==> config.mk <==
export PLATFORM = sky130hd
export DESIGN_NAME = clock_divider_flat
export DESIGN_NICKNAME = d
export VERILOG_FILES = /design/src/rtl/clock_divider_if.sv /design/src/rtl/clock_divider.sv /design/src/flat_wrapper.sv
export SDC_FILE = /design/constraint.sdc
export NUM_CORES = 1
export LEC_CHECK = 0
export ABC_AREA = 1
export BUFFER_PORTS_ARGS = -buffer_cell sky130_fd_sc_hd__buf_2
export CORE_MARGIN = 4
export CORE_UTILIZATION = 58
export CTS_BUF_LIST = sky130_fd_sc_hd__clkbuf_8
export CTS_CLUSTER_DIAMETER = 50
export DETAILED_ROUTE_END_ITERATION = 8
export GPL_TIMING_DRIVEN = 0
export PLACE_DENSITY = 0.82
export SKIP_LAST_GASP = 1
export SLEW_MARGIN = 20
export SYNTH_ARGS = -nofsm -noshare
export SYNTH_HDL_FRONTEND = slang
export SYNTH_SLANG_ARGS = --single-unit
==> constraint.sdc <==
create_clock -name clk_74 -period 1.6 [get_ports clk_74]
set_input_delay 0.16 -clock clk_74 [delete_from_list [all_inputs] [get_ports clk_74]]
set_output_delay 0.16 -clock clk_74 [all_outputs]
set_load 0.02 [all_outputs]
==> src/rtl/clock_divider_if.sv <==
// Divided-clock output bundle: fabric-rate clk_out plus its rising-edge strobe.
// Both signals are registered at the source and have no flow control.
interface clock_divider_if;
  logic clk_out;
  logic tick;

  modport master (output clk_out, output tick);
  modport slave  (input clk_out, input tick);
endinterface

==> src/rtl/clock_divider.sv <==
// Divides clk_74 by DIVIDER into a registered clk_out (low phase gets the odd cycle) plus a one-cycle tick.
// Outputs are one flop deep behind the counter state; free-running with no backpressure.
module clock_divider #(
  parameter int DIVIDER = 7400000
) (
  input  logic             clk_74,
  input  logic             reset_n,
  clock_divider_if.master  div_if
);

  localparam int CW = (DIVIDER <= 2) ? 1 : $clog2(DIVIDER);
  localparam logic [CW-1:0] LAST = CW'(DIVIDER - 1);
  localparam logic [CW-1:0] LOW  = CW'(DIVIDER - DIVIDER / 2);

  if (DIVIDER < 2) begin : g_bad_divider
    $fatal(1, "clock_divider: DIVIDER must be at least 2");
  end

  logic [CW-1:0] cnt;
  logic [CW-1:0] cnt_nxt;
  logic          clk_out_q;
  logic          tick_q;

  always_comb begin
    cnt_nxt = (cnt == LAST) ? '0 : cnt + CW'(1);
  end

  // Outputs are decoded from the next count so they line up with cnt in the same cycle.
  always_ff @(posedge clk_74) begin
    if (reset_n) begin
      cnt       <= '0;
      clk_out_q <= 1'b0;
      tick_q    <= 1'b0;
    end else begin
      cnt       <= cnt_nxt;
      clk_out_q <= (cnt_nxt >= LOW);
      tick_q    <= (cnt_nxt == LOW);
    end
  end

  assign div_if.clk_out = clk_out_q;
  assign div_if.tick    = tick_q;

endmodule

==> src/flat_wrapper.sv <==
// flat-port wrapper written by rule: the top's interface ports become plain ports
module clock_divider_flat 
#(
  parameter int DIVIDER = 7400000
)
  (clk_74, reset_n, div_if_clk_out, div_if_tick);
  clock_divider_if div_if_i ();
  input  logic clk_74;
  input  logic reset_n;
  output wire logic [$bits(div_if_i.clk_out)-1:0] div_if_clk_out;
  output wire logic [$bits(div_if_i.tick)-1:0] div_if_tick;
  assign div_if_clk_out = div_if_i.clk_out;
  assign div_if_tick = div_if_i.tick;
  clock_divider #(.DIVIDER(DIVIDER)) u_core (.clk_74(clk_74), .reset_n(reset_n), .div_if(div_if_i));
endmodule
==> results of run 1 <==
Yosys cell counts:
cell type / number / area [µm²]
clkbuf_8: 1 / 13.8
inv_2: 3 / 11.3
and2_1: 1 / 6.26
nand2_2: 11 / 68.8
nand3_1: 21 / 105
dfxtp_1: 25 / 500
nand2_1: 71 / 267
nand3_2: 6 / 60.1
clkinv_1: 1 / 3.75
o21ai_1: 1 / 5.00
nand3b_1: 1 / 7.51
xor2_1: 3 / 26.3
nor2_2: 11 / 68.8
a21oi_1: 3 / 15.0
nor3_2: 1 / 10.0
xnor2_1: 2 / 17.5
ha_1: 1 / 12.5
nand2_4: 1 / 11.3
nor2_4: 7 / 78.8
nor3_1: 7 / 35.0
nor2_8: 1 / 20.0
nor2_1: 51 / 191
o21bai_1: 1 / 7.51
clkbuf_1: 1 / 3.75
clkinv_2: 1 / 5.00
buf_6: 1 / 11.3
nand4_1: 6 / 37.5
inv_1: 32 / 120
a21oi_2: 1 / 8.76
o21ai_0: 2 / 10.0
sequential cells by signal (all words and copies together) (netlist names):
register / flops
u_core.div_if.clk_out: 1
u_core.cnt: 23
u_core.div_if.tick: 1
final cells by class:
class / count / share of cell area, %
Buffer: 3 / 1.38
Clock buffer: 3 / 1.97
Clock inverter: 1 / 0.180
Inverter: 37 / 6.88
Multi-Input combinational cell: 211 / 57.2
Sequential cell: 25 / 25.7
Tap cell: 31 / 1.86
Timing Repair Buffer: 14 / 4.79
metrics by stage:
| stage | setup TNS (ns) | std cells | power, mW | cell area [µm²] |
|---|---|---|---|---|
| floorplan | 0 | 275 | 0.682 | 1750 |
| global placement | -0.557 | 308 | 0.692 | 1800 |
| detailed placement | -0.523 | 308 | 0.692 | 1800 |
| CTS | -0.222 | 321 | 1.06 | 2040 |
| global route | -0.835 | 325 | 1.10 | 2090 |
| finish | -0.543 | 325 | 1.06 | 2090 |
power breakdown:
| part | switching (mW) | internal (mW) |
|---|---|---|
| Sequential | 0.0101 | 0.622 |
| Clock | 0.209 | 0.172 |
| Combinational | 0.0281 | 0.0228 |
worst max-delay path, stage by stage (launching register included):
cell	delay, ns
dfxtp_4	0.37
ha_4	0.17
nand2_4	0.06
nor2_4	0.19
nand2_4	0.11
nor2_8	0.15
buf_4	0.12
o21ai_1	0.12
nor3_4	0.26
nand4_1	0.16
nor2_1	0.12
worst paths after layout:
kind / start / endpoint / slack, ns / depth (start not counted)
min: reset_n / u_core.cnt[14] / 0.07 / 2
max reg2reg: u_core.cnt[0] / u_core.div_if.tick / -0.27 / 10
max: u_core.cnt[0] / u_core.div_if.tick / -0.27 / 10
min reg2reg: u_core.cnt[8] / u_core.cnt[8] / 0.55 / 2
kinds of logic after synthesis:
| group | Yosys count |
|---|---|
| AOI/OAI and AO/OA | 8 |
| DFF | 25 |
| xor gates and xnor gates | 5 |
| and+or+nand+nor | 196 |
| buffers and inverters | 40 |
| adders and majority gates | 1 |
routing by layer:
metal  track usage (%)  vias to the layer above  routed length (µm)
met5                 0                        -                   0
met4              15.4                        0                 168
met3              3.96                       21                 368
met2              43.7                       80                2280
met1              30.4                      813                1940
li1                  -                      892                   -
what timing repair did:
item	CTS	global route
endpoints found under the hold margin	0	0
pin swaps	17	16
gates resized for setup	45	7
setup buffers	8	4
cloned	1	0
endpoints found under the setup margin	2	3
==> metrics.yaml, run 1 <==
outcome:
  status: "finished, violations left"
  violations: "negative setup slack"
synth:
  ys_seq_elements: 25
  synth-xor-area-share_pct: 2.52
  syn_area_um2: 1740
  synthAdderAreaFrac_pct: 0.719
  yosys.area_share.simple_pct: 55.6
  synth.mux.area_fraction_pct: 0
  synth_compound_gate_area_share_pct: 2.66
  seq_area_frac_synth_pct: 28.8
  syn-mean-instance-area_um2: 6.32
  yosysUniqueCellTypes: 30
  synth_nets: 278
  ys_warn_count: 0
  synthCells: 275
  synth_top_family_by_area: "simple AND/OR/NAND/NOR gates"
grt:
  grt_pass1_vias: 1770
  grt_overflow: 0
  grt_util_all_layers_pct: 25.8
  grt_pass1_wl_mm: 8.07
  grt_max_degree: 14
  antenna_found_initial: 0
clock_network:
  cts_tree: "done"
  clk_path_buf_depth: 2
  clk_pin_slew_ns: 0.09
  clock_latency_ns: 0.27
  cts_inserted_buffers: 3
  hold_buffers: 0
  clock-sinks: 25
  root_buffer: "clkbuf_8"
  htreeDepth: 1
sta:
  timing.final.crit_share_pct: 117
  rsz0062_at_grt: "true"
  period_minus_slack_ns: 1.87
  hold_ws_ns: 0.0738
  tightest_slew_ns: 0.512
  final_max_slew_viol_count: 0
  setup_ws_ns: -0.273
  fin_worst_skew_ns: 0.00399
  setup_viol: 3
  finalHoldViolCount: 0
  fmax_mhz: 534
  slew_headroom_pct: 65.8
pwr:
  p_leak_nw: 0.900
  max-vdd-ir-drop_mv: 0.404
  power_density_nw_per_um2: 509
cells_and_area:
  layout-drive-gt1-share_pct: 34.4
  final_common_cell: "nand2_1"
  seqCellArea_um2: 538
  fill_cells: 200
  nets: 298
  final_cell_mix: "63 x nand2_1, 46 x nor2_1, 32 x inv_1"
  postLayoutCoreUtil_pct: 74.5
  n_antenna_cell: 0
  multi_input_area_um2: 1200
  areaGrowthSynthToFinish_pct: 20.2
floorplanning:
  die_w_um: 62.8
  die_area_um2: 3940
  rows: 19
  design.core.area_um2: 2810
  die_h_um: 62.8
  ios: 4
  initial_core_util_pct: 62.0
critical_path:
  worstPathRequired_ns: 1.82
  endpoint_kind: "flip-flop"
  cp_max_fo: 5
  startpoint_type: "flip-flop"
  arrival_ns: 2.09
  path_class: "reg -> reg"
route:
  first_iter_violations: 161
  post_drt_wl_per_cell_um: 14.6
  vias: 1806
  routed_wl_mm: 4.76
  first_pass_iters: 7
  route.detailed.drc: 0
  vias_per_cell: 5.56
  ant_nets: 0
hold_path:
  holdCritPathClass: "in -> reg"
place:
  port_buffers: 2
  dp_hpwl_mm: 3.00
  pre_cts_ws_ns: -0.291
  place_congestion: 0.864
job:
  cap_violations: 0
Power figures use the tool's default switching activity.
==> run 2: changes to the inputs <==
--- a/config.mk
+++ b/config.mk
@@ -7,14 +7,15 @@
 export LEC_CHECK = 0
 export ABC_AREA = 1
 export BUFFER_PORTS_ARGS = -buffer_cell sky130_fd_sc_hd__buf_2
+export CELL_PAD_IN_SITES_DETAIL_PLACEMENT = 0
+export CELL_PAD_IN_SITES_GLOBAL_PLACEMENT = 1
 export CORE_MARGIN = 4
-export CORE_UTILIZATION = 58
+export CORE_UTILIZATION = 41
 export CTS_BUF_LIST = sky130_fd_sc_hd__clkbuf_8
 export CTS_CLUSTER_DIAMETER = 50
 export DETAILED_ROUTE_END_ITERATION = 8
 export GPL_TIMING_DRIVEN = 0
-export PLACE_DENSITY = 0.82
-export SKIP_LAST_GASP = 1
+export PLACE_DENSITY = 0.81
 export SLEW_MARGIN = 20
 export SYNTH_ARGS = -nofsm -noshare
 export SYNTH_HDL_FRONTEND = slang
==> run 2 against run 1 <==
- the run still ends with negative setup slack left
- routed wire length shrank 10%
- cell count grew 5.5%
- register-to-register slack gained 0.14 ns
- hold slack lost 0.0061 ns
- clock skew grew 0.0024 ns
- maximum frequency grew 8.0%
- worst setup slack gained 0.14 ns
- sequential cell count is the same
- power grew 0.11%
==> metrics.yaml, run 2 (synthesis gave the netlist of run 1 again) <==
outcome:
  status: "finished, violations left"
  violations: "negative setup slack"
grt:
  grt_pass1_vias: 1650  # -6.8%
  met2_usage_pct: 29.7  # -14 points
  busiest_layer: "met2"
  grt_pass1_wl_mm: 7.62  # -5.6%
  grt_overflow: 0  # unchanged
  antenna_found_initial: 0  # unchanged
  grt_max_degree: 14  # unchanged
  met1_usage_pct: 24.5  # -6.0 points
  grt_util_all_layers_pct: 18.1  # -7.7 points
  use_met3_pct: 1.79  # -2.2 points
sta:
  timing.final.crit_share_pct: 108  # -8.7 points
  final_max_slew_viol_count: 0  # unchanged
  fmax_mhz: 577  # +8.0%
  rsz0062_at_grt: "true"
  fin_worst_skew_ns: 0.00634  # +0.00235 ns
  tightest_slew_ns: 0.535  # +0.0222 ns
  period_minus_slack_ns: 1.73  # -0.139 ns
  hold_ws_ns: 0.0677  # -0.00614 ns
  setup_ws_ns: -0.134  # +0.139 ns
  slew_headroom_pct: 64.4  # -1.5 points
  setup_viol: 2  # -1
  finalHoldViolCount: 0  # unchanged
cells_and_area:
  final_cell_mix: "64 x nand2_1, 45 x nor2_1, 33 x inv_1"
  largest_reg_flops: 23  # unchanged
  areaGrowthSynthToFinish_pct: 19.8
  n_antenna_cell: 0  # unchanged
  design_area_um2: 2080  # -0.36%
  layout-drive-gt1-share_pct: 33.4  # -0.91 points
  instances_no_fill: 343  # +5.5%
  regMostFlops: "u_core.cnt"
  final_common_cell: "nand2_1"
  nets: 297  # -0.34%
floorplanning:
  die_area_um2: 5350  # +36%
  rows: 23  # +4
  initial_core_util_pct: 42.9  # -19 points
  die_h_um: 73.1  # +17%
  die_w_um: 73.1  # +17%
  design.core.area_um2: 4060  # +45%
  ios: 4  # unchanged
clock_network:
  root_buffer: "clkbuf_8"
  clk_pin_slew_ns: 0.09  # about the same
  clock-sinks: 25  # unchanged
  cts_tree: "done"
  htreeDepth: 1  # unchanged
  clock_latency_ns: 0.27  # about the same
  clk_path_buf_depth: 2  # unchanged
  hold_buffers: 0  # unchanged
  cts_inserted_buffers: 3  # unchanged
pwr:
  p_leak_nw: 0.895  # -0.51%
  power_density_nw_per_um2: 512  # +0.47%
  max-vdd-ir-drop_mv: 0.371  # -8.1%
route:
  first_iter_violations: 89  # -45%
  route.detailed.drc: 0  # unchanged
  vias: 1700  # -5.9%
  ant_nets: 0  # unchanged
  post_drt_wl_per_cell_um: 12.5  # -15%
  first_pass_iters: 4  # -3
  vias_per_cell: 4.96  # -11%
  routed_wl_mm: 4.28  # -10%
place:
  place_congestion: 0.840  # -2.8%
  pre_cts_ws_ns: -0.351  # -0.0609 ns
  dpl.cell_count: 327  # +6.2%
  port_buffers: 2  # unchanged
  place_area_um2: 1830  # +1.3%
  dp_hpwl_mm: 3.17  # +5.7%
critical_path:
  slowest_delay_ns: 0.37  # about the same
  path_class: "reg -> reg"
  crit_chain: "ha_4 > nand2_4 > nor2_4 > nand2_4 > inv_1 > nand2_1 > nand2_2 > nand2_1 > inv_1 > nand2_1 > clkinv_1 > nand3_1 > nand2_2 > nand3_2 > a21oi_2"
  arrival_ns: 1.95  # -0.14 ns
  critical_path.top_delay_family: "simple AND/OR/NAND/NOR gates"
  crit_cells: 15  # +5
  cp_max_fo: 4  # -1
  endpoint_kind: "flip-flop"
  worstPathBufferInverterCount: 3  # +2
  startpoint_type: "flip-flop"
  path_common_cell: "nand2_1"
  reg2reg_depth: 15  # +5
  cpMaxStageDelayCell: "dfxtp_2"
  worstPathRequired_ns: 1.81  # about the same
hold_path:
  min_path_cells: 2  # unchanged
  holdCritPathClass: "in -> reg"
job:
  cap_violations: 0  # unchanged
[run 2: cell types whose count changed in the layout (fill, tap and decap cells not counted), sizes merged]
cell | previous run | this run
buf | 15 | 14
[run 2: report_power, final]
part | leakage, nW | switching (mW) | internal [mW]
combinational | 0.657 | 0.0280 | 0.0251
sequential | 0.212 | 0.00928 | 0.626
clock | 0.0269 | 0.206 | 0.172
[run 2: worst paths after layout]
kind | to | slack (ns) | startpoint
setup / recovery | u_core.div_if.clk_out | -0.13 | u_core.cnt[1]
hold / removal | u_core.cnt[0] | 0.07 | reset_n
setup reg to reg | u_core.div_if.clk_out | -0.13 | u_core.cnt[1]
hold reg to reg | u_core.cnt[8] | 0.57 | u_core.cnt[8]
[run 2: what timing repair did]
action	CTS	global route
gates resized for setup	39	5
cloned	1	0
pin swaps	11	4
setup endpoints to repair	2	2
setup buffers	10	1
[run 2: metrics by stage]
stage / power, mW / setup TNS [ns] / utilization (%)
floorplan: 0.682 / 0 / -
global placement: 0.692 / -0.691 / 45.0
detailed placement: 0.693 / -0.660 / 45.0
CTS: 1.09 / -0.241 / 50.8
global route: 1.12 / -0.561 / 51.3
finish: 1.07 / -0.225 / 51.3
[run 2: layout make-up]
| class | instances | area (µm²) |
|---|---|---|
| Buffer | 3 | 28.8 |
| Clock buffer | 3 | 41.3 |
| Clock inverter | 1 | 3.75 |
| Fill cell | 431 | 1970 |
| Inverter | 37 | 144 |
| Multi-Input combinational cell | 211 | 1180 |
| Sequential cell | 25 | 531 |
| Tap cell | 50 | 62.6 |
| Timing Repair Buffer | 13 | 92.6 |
[run 2: per-layer routing]
metal	vias up	wire length, µm
met3	9	140
met2	32	1940
met1	763	2110
met5	-	0
met4	0	85
li1	896	-
